[src/rtl/m4_ram_bridge.sv]
// m4_ram_bridge: shares one single-port 32-bit RAM between a byte-wide DP port and an M4 Wishbone slave
module m4_ram_bridge #(
   parameter int          RAM_ADDR_WIDTH       = 11,
   parameter int          COMPLETE_PULSE_WIDTH = 20,
   parameter logic [31:0] DEFAULT_READ_VALUE   = 32'hBADFABAC
) (
   input  logic                      clk_i,
   input  logic                      nrst_i,
   input  logic [RAM_ADDR_WIDTH-1:0] DP_addr,
   input  logic [7:0]                DP_data_wr,
   input  logic                      DP_wr_en,
   input  logic                      DP_rd_en,
   output logic [7:0]                DP_data_rd,
   input  logic [3:0]                op_type,
   input  logic [3:0]                locality,
   input  logic [10:0]               buf_len,
   input  logic                      exec,
   input  logic                      abort,
   output logic                      complete,
   input  logic [16:0]               wb_adr_i,
   input  logic [31:0]               wb_dat_i,
   input  logic [3:0]                wb_sel_i,
   input  logic                      wb_we_i,
   input  logic                      wb_cyc_i,
   input  logic                      wb_stb_i,
   output logic [31:0]               wb_dat_o,
   output logic                      wb_ack_o,
   output logic [RAM_ADDR_WIDTH-3:0] RAM_A,
   output logic [31:0]               RAM_WD,
   input  logic [31:0]               RAM_RD,
   output logic                      RAM_WE,
   output logic [3:0]                RAM_byte_sel
);
   localparam int AW = RAM_ADDR_WIDTH - 2;
   localparam int CW = $clog2(COMPLETE_PULSE_WIDTH + 1);

   typedef enum logic [1:0] {IDLE, RAM_REQ, RAM_DATA, ACK} state_t;

   state_t        state;
   logic [16:0]   word;
   logic          is_ram;
   logic          accept;
   logic          complete_wr;
   logic          dp_busy;
   logic          m4_drive;
   logic          rd_q;
   logic [1:0]    idx_q;
   logic [AW-1:0] adr_q;
   logic [31:0]   dat_q;
   logic [3:0]    sel_q;
   logic          we_q;
   logic          drop;
   logic [31:0]   reg_rd;
   logic [CW-1:0] cnt;

   // word offset of the M4 access; the byte bits fall off here
   assign word        = wb_adr_i >> 2;
   assign is_ram      = (word >> AW) == 17'd1;
   // a new request is taken only from IDLE and never while the previous ack is still visible
   assign accept      = state == IDLE && wb_cyc_i && wb_stb_i && !wb_ack_o;
   assign complete_wr = accept && wb_we_i && word == 17'h10;
   assign dp_busy     = DP_wr_en | DP_rd_en;
   assign m4_drive    = state == RAM_REQ && !dp_busy;
   assign DP_data_rd  = rd_q ? 8'(RAM_RD >> {idx_q, 3'b000}) : 8'h00;

   // RAM bus mux: any DP strobe owns the RAM, the M4 only gets it from RAM_REQ
   always_comb begin
      RAM_A        = dp_busy ? DP_addr[RAM_ADDR_WIDTH-1:2] : m4_drive ? adr_q : '0;
      RAM_WD       = DP_wr_en ? {4{DP_data_wr}} : m4_drive ? dat_q : 32'h0;
      RAM_byte_sel = DP_wr_en ? 4'b0001 << DP_addr[1:0] : (m4_drive && we_q) ? sel_q : 4'b0000;
      RAM_WE       = DP_wr_en | (m4_drive & we_q);
   end

   // register file read decode for the non-RAM part of the M4 map
   always_comb begin
      reg_rd = (word == 17'h0)  ? {30'b0, abort, exec} :
               (word == 17'h1)  ? {28'b0, op_type} :
               (word == 17'h2)  ? {28'b0, locality} :
               (word == 17'h3)  ? {21'b0, buf_len} :
               (word == 17'h10) ? 32'h0 : DEFAULT_READ_VALUE;
   end

   // DP read lane remembered for the cycle the synchronous RAM returns data; a write in the same cycle cancels the read
   always_ff @(posedge clk_i or negedge nrst_i) begin
      if (!nrst_i) begin
         rd_q  <= 1'b0;
         idx_q <= 2'b00;
      end else begin
         rd_q  <= DP_rd_en & ~DP_wr_en;
         idx_q <= DP_addr[1:0];
      end
   end

   // M4 Wishbone FSM; request is latched on accept so an abandoned cycle still finishes its RAM access
   always_ff @(posedge clk_i or negedge nrst_i) begin
      if (!nrst_i) begin
         state    <= IDLE;
         wb_ack_o <= 1'b0;
         wb_dat_o <= 32'h0;
         adr_q    <= '0;
         dat_q    <= 32'h0;
         sel_q    <= 4'h0;
         we_q     <= 1'b0;
         drop     <= 1'b0;
      end else begin
         wb_ack_o <= 1'b0;
         case (state)
            IDLE: begin
               if (accept) begin
                  adr_q <= word[AW-1:0];
                  dat_q <= wb_dat_i;
                  sel_q <= wb_sel_i;
                  we_q  <= wb_we_i;
                  drop  <= 1'b0;
                  if (!is_ram && !wb_we_i) wb_dat_o <= reg_rd;
                  state <= is_ram ? RAM_REQ : ACK;
               end
            end
            RAM_REQ: begin
               drop <= drop | ~wb_cyc_i;
               if (!dp_busy) state <= we_q ? ACK : RAM_DATA;
            end
            RAM_DATA: begin
               drop     <= drop | ~wb_cyc_i;
               wb_dat_o <= RAM_RD;
               state    <= ACK;
            end
            ACK: begin
               wb_ack_o <= wb_cyc_i & ~drop;
               state    <= IDLE;
            end
            default: state <= IDLE;
         endcase
      end
   end

   // completion pulse: reloadable down-counter, abort kills it at once
   always_ff @(posedge clk_i or negedge nrst_i) begin
      if (!nrst_i) begin
         cnt      <= '0;
         complete <= 1'b0;
      end else if (abort) begin
         cnt      <= '0;
         complete <= 1'b0;
      end else begin
         cnt      <= complete_wr ? CW'(COMPLETE_PULSE_WIDTH) : (cnt != '0) ? cnt - CW'(1) : cnt;
         complete <= cnt != '0;
      end
   end
endmodule

[config.mk]
export PLATFORM = sky130hd
export DESIGN_NAME = m4_ram_bridge
export DESIGN_NICKNAME = d
export VERILOG_FILES = /design/src/rtl/m4_ram_bridge.sv
export SDC_FILE = /design/constraint.sdc
export NUM_CORES = 1
export LEC_CHECK = 0
export ABC_CLOCK_PERIOD_IN_PS = 3400
export BUFFER_PORTS_ARGS = -buffer_cell sky130_fd_sc_hd__buf_4
export CAP_MARGIN = 20
export CORE_MARGIN = 4
export CORE_UTILIZATION = 50
export CTS_CLUSTER_DIAMETER = 60
export CTS_CLUSTER_SIZE = 16
export DETAILED_ROUTE_END_ITERATION = 8
export PLACE_DENSITY = 0.85
export SLEW_MARGIN = 25
export SYNTH_ARGS = -nofsm -noshare
export SYNTH_HDL_FRONTEND = slang
export SYNTH_SLANG_ARGS = --single-unit
[constraint.sdc]
create_clock -name clk_i -period 3.4 [get_ports clk_i]
set_clock_uncertainty 0.1 [all_clocks]
set_input_delay 0.68 -clock clk_i [delete_from_list [all_inputs] [get_ports clk_i]]
set_output_delay 0.68 -clock clk_i [all_outputs]
set_load 0.01 [all_outputs]
### Yosys cells after proc, flatten, opt, wreduce, memory -nomap -nowiden

Index checks and enable logic that the tools add are counted.

* bits in registers: 91
* latch bits: 0
* bits in writable memories: 0
* bits in read-only memories: 0
* bits of input ports: 132
* output and inout port bits: 88
* word-level logic and storage cells: 85
* memories: 0

* add/subtract/negate cells: 1
* multipliers: 0
* divide/modulo/power cells: 0
* $lt $le $gt $ge: 0
* equal/unequal tests: 11
* shift operators: 2
* muxes and demuxes: 27
* bitwise logic cells: 9
* reduce and logical (&&, ||, !) cells: 23

Operators by type and width (count)
* 32-bit 2-to-1 mux: 9
* 32-bit one-hot mux with 2 select lines: 1
* 32-bit by 5-bit right shift with 8-bit output: 1
* 15-bit by 2-bit equality test with 1-bit output (second input constant): 2
* 9-bit 2-to-1 mux: 2
* 17-bit logical NOT: 1
* 15-bit by 1-bit equality test with 1-bit output (second input constant): 1
* 15-bit by 5-bit equality test with 1-bit output (second input constant): 1
* 5-bit 2-to-1 mux: 3
* 1-bit logical AND: 8
* 4-bit 2-to-1 mux: 2
* 8-bit 2-to-1 mux: 1
* 2-bit one-hot mux with 4 select lines: 1
* 6-bit by 1-bit equality test with 1-bit output (second input constant): 1
* 2-bit 2-to-1 mux: 3
* 2-bit AND reduction: 3
* 5-bit nonzero test: 1
* 5-bit by 1-bit subtractor with 5-bit output (second input constant): 1
* 2-bit equality test (second input constant): 2
* 1-bit logical NOT: 4
* 1-bit 2-to-1 mux: 4
* 2-bit != test (second input constant): 2
* 2-bit nonzero test: 2
* 1-bit by 2-bit left shift with 4-bit output (first input constant): 1
* 10 further kinds: 16

### Logic depth before layout (Yosys ltp)

Gate-level depths: netlist of run 1.

* depth in word-level cells: 9
* mapped depth: 8
* mapped depth without buffers: 6

### Worst setup path after synthesis of run 1

No wires, ideal clock.

* path type: input-to-output
* start point: input DP_wr_en
* end point: output RAM_byte_sel[0]
* arrival: 1750 ps
* data required time: 2620 ps
* path slack: 870 ps
* cell stages on the path: 6
* buffers on the path: 2
* cell sequence: buf_2 or2_1 nor2_2 buf_2 nand3_1 o21ai_0

* word-level cells in the longest chain between the ends: 6

RTL lines
* from (decl): RTL line 11 `input logic DP_wr_en,`
* 1-bit OR: RTL line 62 `assign dp_busy = DP_wr_en | DP_rd_en;`
* 1-bit logical NOT
* 1-bit logical AND: RTL line 63 `assign m4_drive = state == RAM_REQ && !dp_busy;`
* 1-bit logical AND: RTL line 70 `RAM_byte_sel = DP_wr_en ? 4'b0001 << DP_addr[1:0] : (m4_drive && we_q) ? sel_q : 4'b0000;`
* 4-bit 2-to-1 mux: RTL line 70
* 4-bit 2-to-1 mux (*): RTL line 70
* to (decl): RTL line 32 `output logic [3:0] RAM_byte_sel`

Mark *: on every way between the ends. The rest lies on a longest branch, timed or not.

### Worst setup path in the final report of run 1

* start point: register state[1]
* end point: output RAM_byte_sel[3]

* word-level cells in the longest chain between the ends: 5

RTL lines
* from (decl): RTL line 39 `state_t state;`
* from (signal assigned): RTL line 116 `state <= is_ram ? RAM_REQ : ACK;`
* from (signal assigned): RTL line 121 `if (!dp_busy) state <= we_q ? ACK : RAM_DATA;`
* 2-bit by 1-bit equality test with 1-bit output: RTL line 63
* 1-bit logical AND: RTL line 63
* 1-bit logical AND: RTL line 70
* 4-bit 2-to-1 mux (2 in a row): RTL line 70

No other way between the ends.

==> results of run 1 <==
[cell families after synthesis]
logic type                 Yosys count  share of synthesized area
AOI/OAI and AO/OA                  106                      0.161
buffers and inverters               46                     0.0441
muxes                               57                      0.158
DFF                                 91                      0.478
adders and majority gates            6                     0.0158
xor gates and xnor gates             3                    0.00552
and+or+nand+nor                    132                      0.138
[power by group]
| part | leakage, nW | total [mW] | switching, mW | internal (mW) |
|---|---|---|---|---|
| Clock | 0.113 | 0.832 | 0.396 | 0.436 |
| Sequential | 1.06 | 1.87 | 0.296 | 1.57 |
| Combinational | 1.96 | 2.03 | 1.02 | 1.00 |
[worst register-to-register path, cell delays in order, from the launching register on]
cell and delay (ps):
sky130_fd_sc_hd__dfrtp_1 410, sky130_fd_sc_hd__inv_1 150, sky130_fd_sc_hd__ha_1 310, sky130_fd_sc_hd__nand4b_2 200, sky130_fd_sc_hd__buf_4 230, sky130_fd_sc_hd__buf_4 290, sky130_fd_sc_hd__a22oi_2 250, sky130_fd_sc_hd__o21ai_0 130
sky130_fd_sc_hd__a22oi_1 190
[cell usage in the layout, fill, tap and decap left out, types with 4 or more instances in the layout]
cell type / count
sky130_fd_sc_hd__nor2_1: 10
sky130_fd_sc_hd__o211ai_1: 6
sky130_fd_sc_hd__nand3_1: 14
sky130_fd_sc_hd__mux2_2: 45
sky130_fd_sc_hd__mux4_2: 10
sky130_fd_sc_hd__clkbuf_8: 10
sky130_fd_sc_hd__a21oi_1: 7
sky130_fd_sc_hd__inv_1: 12
sky130_fd_sc_hd__ha_1: 6
sky130_fd_sc_hd__nor4_1: 4
sky130_fd_sc_hd__nor3_1: 29
sky130_fd_sc_hd__buf_4: 226
sky130_fd_sc_hd__a32oi_1: 5
sky130_fd_sc_hd__dfrtp_1: 91
sky130_fd_sc_hd__o21ai_0: 20
sky130_fd_sc_hd__a22o_1: 32
sky130_fd_sc_hd__and2_1: 11
sky130_fd_sc_hd__a31oi_1: 19
sky130_fd_sc_hd__o22ai_1: 6
sky130_fd_sc_hd__nand2_1: 50
[registers in the layout, indices dropped and copies added (netlist names)]
name      count
state         2
cnt           5
sel_q         4
complete      1
we_q          1
rd_q          1
adr_q         9
drop          1
idx_q         2
wb_ack_o      1
wb_dat_o     32
dat_q        32
[per-layer routing]
metal / track usage / up-vias / share of wire
met2: 0.459 / 270 / 0.50
met5: 0 / - / 0
met4: 0.0870 / 0 / 0.020
li1: - / 2037 / -
met3: 0.105 / 22 / 0.13
met1: 0.305 / 2166 / 0.35
[how the worst max path moves through the flow]
stage	startpoint	to	slack, ps	depth (start not counted)
2_1_floorplan	DP_wr_en	RAM_byte_sel[0]	870	6
3_3_place_gp	DP_wr_en	RAM_byte_sel[3]	740	7
3_5_place_dp	DP_wr_en	RAM_byte_sel[3]	740	7
4_1_cts	state[1]	RAM_byte_sel[3]	430	9
5_1_grt	state[1]	RAM_byte_sel[3]	270	9
6_report	state[1]	RAM_byte_sel[3]	450	9
[area by class of cell]
class,instances,area (um^2)
sequential,91,2280
clock inverter,5,86.3
clock buffer,10,138
timing repair buffer,227,1720
inverter,12,45.0
tap,129,161
fill,668,2530
multi-input combinational,304,2290
==> parameters.txt, run 1 <==
Parameter                              Value

Clocking
  Clock tree root driver cell    sky130_fd_sc_hd__clkbuf_8
  Depth of the CTS H-tree    3
  Total setup buffers inserted after CTS    0
  Clock sink count    91
  Post-cts resize count    0
  Count of hold-fix buffers inserted at cts    0
  TritonCTS clock tree    yes
  Latest clock arrival within the worst-skew pair    360 ps
  Clock-pin slew of the registers on the worst-case setup and hold paths    90 ps
  Number of buffers inserted during clock tree synthesis    9
  Maximum count of clock buffers along a single path    2

Global routing
  Number of global-route vias before repair    4710
  Global-route congestion overflow total    0
  Pin count of the biggest net entering global routing    92
  Wire length of the first global-routing pass    23.7 mm
  Antenna violations before repair    0
  Tot GR Track Use    0.267

Synth
  Post-synth design cell area    4760 um^2
  Cell taking the most area after synthesis    sky130_fd_sc_hd__dfrtp_1
  Post-synth top cells    91 x sky130_fd_sc_hd__dfrtp_1, 50 x sky130_fd_sc_hd__nand2_1, 45 x sky130_fd_sc_hd__mux2_2
  Count of flip-flops with a built-in enable after synthesis    0
  Syn. warnings    0
  Ys async rst share    1.00
  Synthesized instance count    441
  Top_reg_cell synth    sky130_fd_sc_hd__dfrtp_1
  Count of cell types in the netlist    46
  Post-Synthesis Net Count    579
  Fraction of post-synthesis cell area in the top cell type by area    0.478
  Largest cells by area after synthesis    sky130_fd_sc_hd__dfrtp_1 48%, sky130_fd_sc_hd__mux2_2 11%, sky130_fd_sc_hd__a22o_1 5.9%
  Number of flip-flops and latches in the synthesized netlist    91
  Mean instance size in the synthesized netlist    10.8 um^2
  Most repeated cell in the gate-level netlist after synthesis    sky130_fd_sc_hd__dfrtp_1
  Register area share after synthesis    0.478

Floorplan
  Starting Density    0.515
  Number of primary I/O pins    220
  Core ar.    9240 um^2
  Site row count    35
  Area of the die    11100 um^2
  Die outline width    106 um
  Chip height    106 um

STA
  Final hold vios    0
  Post-route setup slack    453 ps
  Unrepaired setup endpoints after global routing    false
  Top achievable clock speed    0.339 GHz
  Max-Slew Margin vs Limit    0.533
  Slew of the pin with the lowest slew margin    691 ps
  Final min period    2950 ps
  Count of final max-slew check failures    0
  Total negative slack for setup checks    0 ps
  Period utilisation layout    0.867
  Total of endpoints with negative setup slack in the final report    0
  Worst hold-check slack    223 ps

Route
  Residual antenna-violating net count after detailed routing    0
  Residual DRC count    0
  Wire length per cell    19.3 um
  Count of TritonRoute iterations in the first routing pass    5
  Via density per instance    5.78
  Routed Wire Length    15.0 mm
  Detailed Route Iter0 Violations    259
  Vias after detailed routing    4495

Place
  Detailed Place HPWL    11.3 mm
  Cell Count Post-Placement    763
  RD Place Congestion    0.889
  Cell area reported after detailed placement    6490 um^2
  Number of buffers inserted by port buffering    217
  Pre-CTS setup slack    736 ps

Worst setup path
  Critical path buffer and inverter count    5
  Slack of the worst reg-to-reg path    1060 ps
  Worst-path cell chain    inv_1, ha_1, buf_4, inv_1, nor2_2, buf_4, nand3_1, o21ai_0, buf_4
  Cell with the most instances on the worst path    sky130_fd_sc_hd__buf_4
  Kind of critical path    reg2out
  Maximum fanout encountered on the critical timing path    37
  Element type at the critical path start    flip-flop
  Data required time of the critical path    2620 ps
  Depth of the most critical reg-to-reg path    8
  Delay of the slowest critical-path stage    430 ps
  Critical register-to-register path startpoint    state[0]
  Reg-to-Reg End    state[0]
  Crit path arrival time    2170 ps
  Endpoint class of the critical path    primary output
  Crit-path slowest cell    sky130_fd_sc_hd__dfrtp_1
  Cell family contributing the most delay on the critical path    buffers and inverters

Job
  Max_cap viols    0

Min path
  Classification of the worst-slack hold path    in2async

Power
  Cell leakage power    3.14 nW
  Pwr per Cell Area    704 nW/um^2
  Peak supply drop    383 uV
  Final Power    4.73 mW

Final layout
  Final instance count without filler cells    778
  Synthesis-to-finish area growth    41.0%
  Final design utilization    0.726
  Diodes inserted    0
  Post-route cell area    6710 um^2
  Fraction of layout instances using a drive strength above 1    0.470
  Final net count    783

Status
  Result of the run    finished, final reports clean
(Power assumes the default switching activity.)
==> inputs of run 2 (changes only) <==
--- a/config.mk
+++ b/config.mk
@@ -5,7 +5,7 @@
 export SDC_FILE = /design/constraint.sdc
 export NUM_CORES = 1
 export LEC_CHECK = 0
-export ABC_CLOCK_PERIOD_IN_PS = 3400
+export ABC_CLOCK_PERIOD_IN_PS = 3710
 export BUFFER_PORTS_ARGS = -buffer_cell sky130_fd_sc_hd__buf_4
 export CAP_MARGIN = 20
 export CORE_MARGIN = 4
==> constraint.sdc (replaced) <==
create_clock -name clk_i -period 3.71 [get_ports clk_i]
set_clock_uncertainty 0.1 [all_clocks]
set_input_delay 0.742 -clock clk_i [delete_from_list [all_inputs] [get_ports clk_i]]
set_output_delay 0.742 -clock clk_i [all_outputs]
set_load 0.01 [all_outputs]
==> parameters.txt, run 2 (synthesis gave the netlist of run 1 again) <==
Parameter                              Value

Power
  Pwr per Cell Area    628 nW/um^2 (-11%)
  Part of the power in the clock network    0.147 (-0.029)
  Switching portion of total power    0.373 (+0.0103)
  Share of total power in sequential cells    0.410 (+0.015)
  Peak supply drop    317 uV (-17%)
  Net switching power    1.56 mW (-9.2%)
  Internal Pwr Total    2.62 mW (-13%)
  Cell leakage power    3.09 nW (-1.4%)
  Share of total power in combinational logic    0.443 (+0.014)

Route
  Routed Wire Length    15.3 mm (+1.5%)
  Detailed Route Iter0 Violations    233 (-10%)
  Wire length per cell    19.7 um (+1.6%)
  Count of TritonRoute iterations in the first routing pass    6 (+1)
  Residual DRC count    0 (unchanged)
  Vias after detailed routing    4548 (+1.2%)
  Residual antenna-violating net count after detailed routing    0 (unchanged)
  Via density per instance    5.85 (+1.3%)

Floorplan
  Starting Density    0.515 (unchanged)
  Number of primary I/O pins    220 (unchanged)
  Chip height    106 um (unchanged)
  Area of the die    11100 um^2 (unchanged)
  Site row count    35 (unchanged)
  Die outline width    106 um (unchanged)
  Core ar.    9240 um^2 (unchanged)

Global routing
  Pin count of the biggest net entering global routing    59 (-36%)
  Number of global-route vias before repair    4791 (+1.7%)
  Antenna violations before repair    0 (unchanged)
  Tot GR Track Use    0.272 (+0.00487)
  Wire length of the first global-routing pass    24.2 mm (+2.1%)
  Global-route congestion overflow total    0 (unchanged)

Worst setup path
  Crit path arrival time    2330 ps (+160 ps)
  Critical path buffer and inverter count    4 (-1)
  Delay of the slowest critical-path stage    450 ps (+20 ps)
  Depth of the most critical reg-to-reg path    7 (-1)
  Worst-path cell chain    inv_1, ha_1, inv_1, nor2_2, buf_4, nand3_1, o21ai_0, buf_4
  Data required time of the critical path    2870 ps (+250 ps)
  Cell family contributing the most delay on the critical path    buffers and inverters
  Crit-path slowest cell    sky130_fd_sc_hd__ha_1
  Stages on worst setup path    8 (-1)
  Element type at the critical path start    flip-flop
  Maximum fanout encountered on the critical timing path    37 (unchanged)
  Slack of the worst reg-to-reg path    1390 ps (+330 ps)
  Kind of critical path    reg2out
  Endpoint class of the critical path    primary output

STA
  Final min period    3170 ps
  Unrepaired setup endpoints after global routing    false
  Period utilisation layout    0.855
  Max-Slew Margin vs Limit    0.493 (-0.0397)
  Slew of the pin with the lowest slew margin    760 ps (+69.3 ps)
  Worst hold-check slack    354 ps (+131 ps)
  Count of final max-slew check failures    0 (unchanged)
  Final hold vios    0 (unchanged)
  Total negative slack for setup checks    0 ps (unchanged)
  Top achievable clock speed    0.315 GHz
  Total of endpoints with negative setup slack in the final report    0 (unchanged)

Min path
  Hold Path Cell Cnt    1
  Classification of the worst-slack hold path    reg2reg

Clocking
  Depth of the CTS H-tree    3 (unchanged)
  Number of buffers inserted during clock tree synthesis    9 (unchanged)
  Latest clock arrival within the worst-skew pair    340 ps (-20 ps)
  TritonCTS clock tree    yes
  Post-cts resize count    0 (unchanged)
  Maximum count of clock buffers along a single path    2 (unchanged)
  Clock-pin slew of the registers on the worst-case setup and hold paths    90 ps (about the same)
  Clock sink count    91 (unchanged)
  Count of hold-fix buffers inserted at cts    0 (unchanged)
  Clock tree root driver cell    sky130_fd_sc_hd__clkbuf_8
  Total setup buffers inserted after CTS    0 (unchanged)

Final layout
  Synthesis-to-finish area growth    39.4%
  Fraction of layout instances using a drive strength above 1    0.469 (-0.000818)
  Diodes inserted    0 (unchanged)
  Registers with the highest flip-flop counts    dat_q x32, wb_dat_o x32, adr_q x9
  Final net count    781 (-0.26%)
  Top library cells by usage in the layout, fill and taps aside    225 x sky130_fd_sc_hd__buf_4, 91 x sky130_fd_sc_hd__dfrtp_1, 50 x sky130_fd_sc_hd__nand2_1
  Most frequent standard cell in the layout excluding fill and tap cells    sky130_fd_sc_hd__buf_4

Place
  RD Place Congestion    0.897 (+0.90%)
  Number of buffers inserted by port buffering    217 (unchanged)
  Detailed Place HPWL    11.5 mm (+1.9%)

Job
  Max_cap viols    0 (unchanged)

Status
  Result of the run    finished, final reports clean
==> run 2: cell count changes in the layout (fill, tap and decap cells not counted), sizes merged <==
cell and delta:
bufinv -2, clkinv +1, buf -2, clkinvlp +3, inv -1
==> run 2: worst paths after layout <==
path / from / end
min in group asynchronous: nrst_i / wb_dat_o[2]
worst max register to register: state[0] / wb_dat_o[10]
worst max-delay path: state[1] / RAM_byte_sel[3]
max in group asynchronous: nrst_i / wb_dat_o[22]
worst min-delay path: drop / wb_ack_o
worst min register to register: drop / wb_ack_o
==> run 2: cell type report <==
| cell class | count | area, um^2 |
|---|---|---|
| multi-input combinational | 304 | 2290 |
| inverter | 12 | 45.0 |
| clock inverter | 6 | 41.3 |
| sequential | 91 | 2280 |
| clock buffer | 10 | 138 |
| fill | 654 | 2600 |
| tap | 129 | 161 |
| timing repair buffer | 225 | 1690 |
==> run 2: worst reg2reg max path, delay by kind of cell (launching register included) <==
kind | cells | cell delay (ps)
simple gates | 2 | 860
flops | 1 | 380
compound gates | 2 | 360
buf+inv | 2 | 340
fa+ha+maj | 1 | 220
==> run 2: routing by layer <==
layer  global-route usage  vias to the layer above  wire length [um]
li1                     -                     2033                 -
met2                0.450                      288              7490
met1                0.319                     2194              5240
met4               0.0897                        0               430
met3                0.116                       33              2120
met5                    0                        -                 0
==> run 2: power groups by stage <==
stage	combinational [mW]	sequential (mW)	clock, mW
3_5_place_dp	1.84	1.73	0
4_1_cts	1.85	1.71	0.632
6_report	1.85	1.71	0.612
2_1_floorplan	1.08	1.73	0
3_3_place_gp	1.77	1.70	0
5_1_grt	2.02	1.77	0.680
==> run 2: stage by stage <==
stage	worst slack [ps]	power (mW)	area, um^2	util	instances
finish	539	4.17	6640	0.719	777
global route	340	4.46	6640	0.719	777
CTS	549	4.19	6640	0.719	777
detailed placement	771	3.57	6460	0.699	761
global placement	766	3.47	6460	0.699	761
floorplan	1060	2.81	4760	-	441
==> inputs of run 3 (changes only) <==
--- a/config.mk
+++ b/config.mk
@@ -14,6 +14,7 @@
 export CTS_CLUSTER_SIZE = 16
 export DETAILED_ROUTE_END_ITERATION = 8
 export PLACE_DENSITY = 0.85
+export RECOVER_POWER = 25
 export SLEW_MARGIN = 25
 export SYNTH_ARGS = -nofsm -noshare
 export SYNTH_HDL_FRONTEND = slang
==> parameters.txt, run 3 (synthesis gave the netlist of run 1 again) <==
Parameter                              Value

Worst setup path
  Slack of the worst reg-to-reg path    1380 ps (about the same)
  Reg-to-Reg End    state[0]
  Endpoint class of the critical path    primary output
  Maximum fanout encountered on the critical timing path    37 (unchanged)
  Crit path arrival time    2350 ps (+20 ps)
  Depth of the most critical reg-to-reg path    7 (unchanged)
  Critical register-to-register path startpoint    state[0]
  Element type at the critical path start    flip-flop
  Kind of critical path    reg2out
  Data required time of the critical path    2870 ps (about the same)

Clocking
  Number of buffers inserted during clock tree synthesis    9 (unchanged)
  Depth of the CTS H-tree    3 (unchanged)
  Clock tree root driver cell    sky130_fd_sc_hd__clkbuf_8
  Total setup buffers inserted after CTS    0 (unchanged)
  Post-cts resize count    0 (unchanged)
  Maximum count of clock buffers along a single path    2 (unchanged)
  TritonCTS clock tree    yes
  Clock sink count    91 (unchanged)
  Latest clock arrival within the worst-skew pair    350 ps (about the same)
  Clock-pin slew of the registers on the worst-case setup and hold paths    90 ps (about the same)
  Count of hold-fix buffers inserted at cts    0 (unchanged)

Route
  Residual DRC count    0 (unchanged)
  Vias after detailed routing    4549 (+0.022%)
  Routed Wire Length    15.3 mm (+0.25%)
  Wire length per cell    19.7 um (+0.25%)
  Via density per instance    5.85 (about the same)
  Count of TritonRoute iterations in the first routing pass    5 (-1)
  Residual antenna-violating net count after detailed routing    0 (unchanged)
  Detailed Route Iter0 Violations    230 (-1.3%)

Final layout
  Registers with the highest flip-flop counts    dat_q x32, wb_dat_o x32, adr_q x9
  Final design utilization    0.717 (-0.00149)
  Most frequent standard cell in the layout excluding fill and tap cells    sky130_fd_sc_hd__buf_4
  Final net count    781 (unchanged)
  Diodes inserted    0 (unchanged)
  Top library cells by usage in the layout, fill and taps aside    221 x sky130_fd_sc_hd__buf_4, 91 x sky130_fd_sc_hd__dfrtp_1, 50 x sky130_fd_sc_hd__nand2_1
  Fraction of layout instances using a drive strength above 1    0.465 (-0.00463)
  Synthesis-to-finish area growth    39.1%

Min path
  Classification of the worst-slack hold path    reg2reg
  End point of the most critical hold path    wb_ack_o
  Startpoint of the most critical hold path    drop
  Hold Path Cell Cnt    1 (unchanged)

STA
  Slew of the pin with the lowest slew margin    1490 ps (+725 ps)
  Final min period    3190 ps (+21.6 ps)
  Max-Slew Margin vs Limit    0.00996 (-0.483)
  Top achievable clock speed    0.313 GHz (-0.68%)
  Post-route setup slack    518 ps (-21.6 ps)
  Total of endpoints with negative setup slack in the final report    0 (unchanged)
  Final hold vios    0 (unchanged)
  Period utilisation layout    0.860 (+0.00582)
  Count of final max-slew check failures    0 (unchanged)
  Total negative slack for setup checks    0 ps (unchanged)
  Unrepaired setup endpoints after global routing    false

Global routing
  Pin count of the biggest net entering global routing    59 (unchanged)
  Antenna violations before repair    0 (unchanged)
  Global-route congestion overflow total    0 (unchanged)
  Met3 Usage GRT    0.116 (unchanged)
  Tot GR Track Use    0.272 (unchanged)
  Routing layer with the top usage in global route    met2
  Number of global-route vias before repair    4791 (unchanged)
  Met1 usage in global routing    0.319 (unchanged)
  Wire length of the first global-routing pass    24.2 mm (unchanged)
  Global routing met2 resource utilization    0.450 (unchanged)

Job
  Max_cap viols    0 (unchanged)

Floorplan
  Number of primary I/O pins    220 (unchanged)
  Starting Density    0.515 (unchanged)
  Chip height    106 um (unchanged)
  Site row count    35 (unchanged)
  Area of the die    11100 um^2 (unchanged)
  Core ar.    9240 um^2 (unchanged)
  Die outline width    106 um (unchanged)

Place
  Number of buffers inserted by port buffering    217 (unchanged)
  Detailed Place HPWL    11.5 mm (unchanged)
  Pre-CTS setup slack    771 ps (unchanged)
  RD Place Congestion    0.897 (unchanged)

Power
  Cell leakage power    3.08 nW (-0.37%)
  Share of total power in sequential cells    0.410 (about the same)
  Peak supply drop    315 uV (-0.85%)
  Pwr per Cell Area    630 nW/um^2 (+0.25%)
  Share of total power in combinational logic    0.443 (about the same)
  Internal Pwr Total    2.61 mW (about the same)
  Part of the power in the clock network    0.147 (about the same)
  Net switching power    1.56 mW (+0.22%)
  Switching portion of total power    0.374 (+0.000680)

Status
  Result of the run    finished, final reports clean
[run 3: cell types whose count changed in the layout (fill, tap and decap cells not counted)]
cell | before | now
sky130_fd_sc_hd__buf_4 | 225 | 221
sky130_fd_sc_hd__clkbuf_1 | 0 | 3
sky130_fd_sc_hd__clkbuf_2 | 0 | 1
[run 3: final cells by class]
| cell class | count | area (um^2) |
|---|---|---|
| fill | 657 | 2610 |
| multi-input combinational | 304 | 2290 |
| sequential | 91 | 2280 |
| timing repair buffer | 225 | 1680 |
| tap | 129 | 161 |
| clock buffer | 10 | 138 |
| inverter | 12 | 45.0 |
| clock inverter | 6 | 41.3 |
[run 3: power groups by stage]
stage | Clock [mW] | Sequential, mW | Combinational, mW
after detailed placement | 0 | 1.73 | 1.84
final | 0.613 | 1.71 | 1.85
after global routing | 0.680 | 1.77 | 2.01
after floorplan | 0 | 1.73 | 1.08
after global placement | 0 | 1.70 | 1.77
after CTS | 0.632 | 1.71 | 1.85
[run 3: worst max path at each step]
stage / from / end / slack [ps]
final: state[1] / RAM_byte_sel[3] / 520
after global routing: state[1] / RAM_byte_sel[3] / 340
after CTS: state[1] / RAM_byte_sel[3] / 550
after detailed placement: DP_wr_en / RAM_byte_sel[3] / 770
after global placement: DP_wr_en / RAM_byte_sel[3] / 770
after floorplan: DP_wr_en / RAM_byte_sel[0] / 1060
[run 3: per-layer routing]
layer	part of all wire	routed length [um]
met4	0.027	417
met2	0.49	7480
met5	0	0
met1	0.35	5320
met3	0.14	2090
[run 3: worst max-delay path, cell delays in order (launching register included)]
cell	delay, ps
sky130_fd_sc_hd__dfrtp_1	420
sky130_fd_sc_hd__inv_1	130
sky130_fd_sc_hd__ha_1	460
sky130_fd_sc_hd__inv_1	110
sky130_fd_sc_hd__nor2_2	120
sky130_fd_sc_hd__buf_4	360
sky130_fd_sc_hd__nand3_1	120
sky130_fd_sc_hd__o21ai_0	110
sky130_fd_sc_hd__buf_4	170
[run 3: metrics by stage]
step | hold slack (ps) | instances | total power [mW] | area (um^2)
3_3_place_gp | 331 | 761 | 3.47 | 6460
3_5_place_dp | 346 | 761 | 3.57 | 6460
4_1_cts | 358 | 777 | 4.19 | 6640
2_1_floorplan | 316 | 441 | 2.81 | 4760
5_1_grt | 380 | 777 | 4.46 | 6630
6_report | 354 | 777 | 4.17 | 6630
